File: src/rtl/imem_loader_pkg.sv
// Shared types and constants for the instruction-memory loader.
// Optional checksum support is controlled by the IMEM_LOADER_CHECKSUM_EN macro.
package imem_loader_pkg;

  localparam int WORD_BYTES     = 4;
  localparam int LEN_BYTES      = 2;
  localparam int ADDR_W_DEFAULT = 12;
  localparam int LEN_W_DEFAULT  = LEN_BYTES * 8;

  typedef enum logic [2:0] {
    IDLE   = 3'd0,
    LEN_HI = 3'd1,
    LEN_LO = 3'd2,
    DATA   = 3'd3,
    CHK    = 3'd4,
    DONE   = 3'd5,
    ERR    = 3'd6
  } state_e;

  // States in which the loader consumes stream bytes.
  function automatic logic is_rx_state(input state_e s);
    return (s == LEN_HI) || (s == LEN_LO) || (s == DATA) || (s == CHK);
  endfunction

endpackage

File: src/rtl/imem_word_packer.sv
// Assembles big-endian stream bytes into 32-bit words.
// word_valid_o pulses for one cycle, the cycle after the last byte of a word.
module imem_word_packer
  import imem_loader_pkg::*;
(
  input  logic        clk,
  input  logic        rst,
  input  logic        clr_i,
  input  logic        byte_valid_i,
  input  logic [7:0]  byte_i,
  output logic        last_byte_o,
  output logic        word_valid_o,
  output logic [31:0] word_o
);

  localparam logic [1:0] LAST_IDX = 2'(WORD_BYTES - 1);

  logic [1:0]  cnt_q;
  logic [23:0] sr_q;
  logic        word_valid_q;
  logic [31:0] word_q;

  assign last_byte_o  = (cnt_q == LAST_IDX);
  assign word_valid_o = word_valid_q;
  assign word_o       = word_q;

  // Shift bytes in MSB first; emit the full word on the final byte.
  always_ff @(posedge clk) begin
    if (rst) begin
      cnt_q        <= 2'd0;
      sr_q         <= 24'd0;
      word_valid_q <= 1'b0;
      word_q       <= 32'd0;
    end else begin
      word_valid_q <= 1'b0;
      if (clr_i) begin
        cnt_q <= 2'd0;
        sr_q  <= 24'd0;
      end else if (byte_valid_i) begin
        if (cnt_q == LAST_IDX) begin
          word_q       <= {sr_q, byte_i};
          word_valid_q <= 1'b1;
          cnt_q        <= 2'd0;
          sr_q         <= 24'd0;
        end else begin
          sr_q  <= {sr_q[15:0], byte_i};
          cnt_q <= cnt_q + 2'd1;
        end
      end
    end
  end

endmodule

File: src/rtl/imem_loader.sv
// Instruction-memory loader: parses a length-prefixed byte frame and writes
// words into the instruction memory while holding the CPU in reset.
// Define IMEM_LOADER_CHECKSUM_EN to require a trailing XOR checksum byte.
module imem_loader
  import imem_loader_pkg::*;
#(
  parameter int ADDR_W = ADDR_W_DEFAULT,
  parameter int LEN_W  = LEN_W_DEFAULT
) (
  input  logic              clk,
  input  logic              rst,
  input  logic              start,
  input  logic [7:0]        in_data,
  input  logic              in_valid,
  output logic              in_ready,
  output logic              mem_we,
  output logic [ADDR_W-1:0] mem_addr,
  output logic [31:0]       mem_wdata,
  output logic              cpu_hold,
  output logic              busy,
  output logic              done,
  output logic              err,
  output logic [ADDR_W:0]   words_loaded
);

  localparam logic [LEN_W:0] DEPTH_L = (LEN_W + 1)'(1 << ADDR_W);

  state_e            state_q, state_d;
  logic              in_ready_q, cpu_hold_q, busy_q, done_q, err_q;
  logic [ADDR_W-1:0] mem_addr_q;
  logic [ADDR_W:0]   words_loaded_q, wl_inc_s;
  logic [LEN_W-1:0]  len_q, len_s;
  logic              take_s, start_ok_s, data_byte_s, last_byte_s;
  logic              word_take_s, len_match_s;
`ifdef IMEM_LOADER_CHECKSUM_EN
  logic [7:0]        chk_q;
`endif

  assign take_s      = in_valid && in_ready_q;
  assign start_ok_s  = start && !busy_q &&
                       ((state_q == IDLE) || (state_q == DONE) || (state_q == ERR));
  assign data_byte_s = take_s && (state_q == DATA);
  assign word_take_s = data_byte_s && last_byte_s;
  assign wl_inc_s    = words_loaded_q + {{ADDR_W{1'b0}}, 1'b1};
  assign len_match_s = (LEN_W'(wl_inc_s) == len_q);
  assign len_s       = {len_q[LEN_W-9:0], in_data};

  assign in_ready     = in_ready_q;
  assign mem_addr     = mem_addr_q;
  assign cpu_hold     = cpu_hold_q;
  assign busy         = busy_q;
  assign done         = done_q;
  assign err          = err_q;
  assign words_loaded = words_loaded_q;

  imem_word_packer u_packer (
    .clk          (clk),
    .rst          (rst),
    .clr_i        (start_ok_s),
    .byte_valid_i (data_byte_s),
    .byte_i       (in_data),
    .last_byte_o  (last_byte_s),
    .word_valid_o (mem_we),
    .word_o       (mem_wdata)
  );

  // Next-state decode for the frame parser.
  always_comb begin
    state_d = state_q;
    case (state_q)
      IDLE, DONE, ERR: begin
        if (start_ok_s) state_d = LEN_HI;
        else            state_d = state_q;
      end
      LEN_HI: begin
        if (take_s) state_d = LEN_LO;
        else        state_d = state_q;
      end
      LEN_LO: begin
        if (take_s) begin
          if (len_s == {LEN_W{1'b0}}) begin
`ifdef IMEM_LOADER_CHECKSUM_EN
            state_d = CHK;
`else
            state_d = DONE;
`endif
          end else if ({1'b0, len_s} > DEPTH_L) begin
            state_d = ERR;
          end else begin
            state_d = DATA;
          end
        end else begin
          state_d = state_q;
        end
      end
      DATA: begin
        if (word_take_s && len_match_s) begin
`ifdef IMEM_LOADER_CHECKSUM_EN
          state_d = CHK;
`else
          state_d = DONE;
`endif
        end else begin
          state_d = state_q;
        end
      end
`ifdef IMEM_LOADER_CHECKSUM_EN
      CHK: begin
        if (take_s) begin
          if (in_data == chk_q) state_d = DONE;
          else                  state_d = ERR;
        end else begin
          state_d = state_q;
        end
      end
`endif
      default: state_d = IDLE;
    endcase
  end

  // State register plus all registered status/control outputs.
  // DONE/ERR entry effects land on the first cycle spent in that state.
  always_ff @(posedge clk) begin
    if (rst) begin
      state_q        <= IDLE;
      in_ready_q     <= 1'b0;
      cpu_hold_q     <= 1'b0;
      busy_q         <= 1'b0;
      done_q         <= 1'b0;
      err_q          <= 1'b0;
      mem_addr_q     <= {ADDR_W{1'b0}};
      words_loaded_q <= {(ADDR_W + 1){1'b0}};
      len_q          <= {LEN_W{1'b0}};
`ifdef IMEM_LOADER_CHECKSUM_EN
      chk_q          <= 8'd0;
`endif
    end else begin
      state_q    <= state_d;
      in_ready_q <= is_rx_state(state_d);
      done_q     <= 1'b0;

      if (start_ok_s) begin
        err_q          <= 1'b0;
        words_loaded_q <= {(ADDR_W + 1){1'b0}};
        cpu_hold_q     <= 1'b1;
        busy_q         <= 1'b1;
        len_q          <= {LEN_W{1'b0}};
      end else if (busy_q && ((state_q == DONE) || (state_q == ERR))) begin
        busy_q     <= 1'b0;
        cpu_hold_q <= 1'b0;
        done_q     <= (state_q == DONE);
        if (state_q == ERR) err_q <= 1'b1;
      end

      if (take_s && ((state_q == LEN_HI) || (state_q == LEN_LO))) begin
        len_q <= len_s;
      end

      // The write address is the pre-increment count, so it never wraps.
      if (word_take_s) begin
        words_loaded_q <= wl_inc_s;
        mem_addr_q     <= words_loaded_q[ADDR_W-1:0];
      end

`ifdef IMEM_LOADER_CHECKSUM_EN
      if (start_ok_s) begin
        chk_q <= 8'd0;
      end else if (data_byte_s) begin
        chk_q <= chk_q ^ in_data;
      end
`endif
    end
  end

endmodule

File: config.mk
export PLATFORM = sky130hd
export DESIGN_NAME = imem_loader
export DESIGN_NICKNAME = d
export VERILOG_FILES = /design/src/rtl/imem_loader_pkg.sv /design/src/rtl/imem_word_packer.sv /design/src/rtl/imem_loader.sv
export SDC_FILE = /design/constraint.sdc
export NUM_CORES = 1
export LEC_CHECK = 0
export ABC_AREA = 1
export BUFFER_PORTS_ARGS = -buffer_cell sky130_fd_sc_hd__buf_2
export CAP_MARGIN = 10
export CORE_UTILIZATION = 30
export DETAILED_ROUTE_END_ITERATION = 6
export PLACE_DENSITY = 0.48
export SLEW_MARGIN = 20
export SYNTH_ARGS = -nofsm -noshare
export SYNTH_HDL_FRONTEND = slang
export SYNTH_HIERARCHICAL = 1
export SYNTH_SLANG_ARGS = --single-unit
File: constraint.sdc
create_clock -name clk -period 5.1 [get_ports clk]
set_clock_uncertainty 0.1 [all_clocks]
set_input_delay 0.51 -clock clk [delete_from_list [all_inputs] [get_ports clk]]
set_output_delay 0.51 -clock clk [all_outputs]
set_load 0.02 [all_outputs]
==> reports/qor.yml <==
status: "finished, final reports clean"
hold_buffers: 0
ys_seq_area_frac: 0.444
dr.pass1.iters: 5
power_density_mw_per_mm2: 292
post_drt_wl_per_cell_um: 11.9
synth_top_area_frac: 0.444
insertion_delay_ns: 0.35
drtAntennaViolNets: 0
setup_viol_count_final: 0
cts.path.max_buffers: 2
power_leakage_nw: 2.63
synth_top_area_cell: "dfxtp_1"
cts_tree: "yes"
num_antenna_cells: 0
port_buffers: 74
ys_warn_count: 6
clockRootBuffer: "clkbuf_16"
cts_max_level: 3
fmax_mhz: 417
cap_violations: 0
critical_path_class: "reg2reg"
synth_cell_type_count: 31
hold_viol: 0
syn_area_per_cell_um2: 6.79
holdWs_ns: 0.338
vias: 4368
cts_setup_buffers: 0
grt_pass1_wl_um: 19700
post_cts_resized: 0
fin_crit_ns: 2.40
tightest_slew_ns: 0.837
cts.clk_slew.worst_paths_ns: 0.07
end_kind: "flop"
hold_path.class: "in2reg"
die_width_um: 129
antenna_found_initial: 0
rsz0062_at_grt: "false"
worst_setup_path_start_kind: "flop"
synthCells: 711
clock-sinks: 107
maxSlewViolCount: 0
final_common_cell: "nand2_1"
gp_congestion: 0.791
drc: 0
grt_overflow: 0
fin_setup_tns_ns: 0
routed_wl_um: 11800
ios: 75
first_iter_violations: 273
syn_nets: 725
cp.arrival_ns: 2.58
cp_max_fo: 18
numCtsBuffers: 9
slew_headroom: 0.441
fp.dieH_um: 129
area_growth_pct: 16.1
initial_core_util: 0.306
cp.required_ns: 5.29
utilization: 0.356
peakVddDrop_mv: 0.163
dieArea_mm2: 0.0166
drive_above_1_share: 0.162
grt_usage: 0.152
layout_common_cells: "200 x nand2_1, 107 x nor2_1, 107 x dfxtp_1"
fin_crit_sh: 0.470
hpwlAfterDp_um: 8320
synth_area_leaders: "dfxtp_1 44%, nand2_1 16%, nor2_1 8.3%"
nets: 782
viasPerCell: 4.42
grt_pass1_vias: 4034
placementRows: 46
p_total_w: 0.00164
grt_start_max_net_pins: 66
design.core.area_mm2: 0.0158
synth-seq-cells: 107
syn_area_mm2: 0.00483
-- worst max-delay path, cell delays in order, from the launching register on --
cell	delay, ns
dfxtp_1	0.48
nor2_1	0.13
a21oi_2	0.68
nand2_1	0.53
o22ai_1	0.26
inv_1	0.07
nor2_1	0.07
-- cell type report --
cell class	count	area [um2]
multi-input cells	472	2130
fillers	1749	10200
well taps	216	270
repair buffers	75	378
inverters	103	388
flip-flops and latches	107	2140
clock buffers	10	239
clock inverters	5	63.8
-- layer usage --
layer  global-route usage  vias to the layer above  part of all wire
met5                    0                        -                 0
met4               0.0616                        0             0.016
met3               0.0337                       13             0.044
met2                0.228                       73              0.44
met1                0.210                     1971              0.50
li1                     -                     2311                 -
-- where the power goes --
part | internal (W) | total [W] | switching [W]
logic | 0.0000197 | 0.0000805 | 0.0000607
registers | 0.000839 | 0.000843 | 0.00000310
clock network | 0.000394 | 0.000713 | 0.000318
total | 0.00125 | 0.00164 | 0.000382
-- Yosys cell counts --
master,n
nand2_1,200
dfxtp_1,107
nor2_1,107
inv_1,95
a21oi_1,52
nand3_1,44
o22ai_1,15
o21ai_0,12
clkbuf_1,10
buf_2,9
inv_2,7
nor2_2,7
buf_6,6
nand4_1,6
nand2_2,5
nand3_2,5
nor2_4,5
buf_4,3
ha_1,2
o31ai_1,2
or2_2,2
a21boi_1,1
a21oi_2,1
a221oi_1,1
buf_1,1
clkinv_2,1
nor3_1,1
nor3_2,1
o21a_1,1
o21bai_1,1
xor2_1,1
-- state kept, by name, indices dropped and copies added, names as in the netlist, 2 cells and up --
register         cells
words_loaded        13
u_packer/cnt_q       2
mem_addr            12
len_q               16
u_packer/sr_q       24
state_q              3
u_packer/word_o     32
-- through the flow --
step | std cells | setup slack [ns] | area (um2)
after floorplan | 711 | 3.15 | 4830
after global placement | 973 | 2.45 | 5310
after detailed placement | 973 | 2.39 | 5310
after CTS | 988 | 2.72 | 5610
after global routing | 988 | 2.47 | 5610
final | 988 | 2.70 | 5610
-- final timing paths --
check	startpoint	endpoint	slack, ns	cells past startpoint
setup / recovery	state_q[2]	len_q[11]	2.70	6
hold / removal	in_data[7]	u_packer/sr_q[7]	0.34	3
setup reg to reg	state_q[2]	len_q[11]	2.70	6
hold reg to reg	u_packer/sr_q[19]	u_packer/sr_q[19]	0.37	2
-- cell families after synthesis --
kind of cell    share of synthesized area
xor+xnor                          0.00181
flops                               0.444
fa+ha+maj                         0.00518
simple gates                        0.335
buf+inv                             0.117
compound gates                     0.0972
No activity file was read; power rests on OpenSTA's default activity.
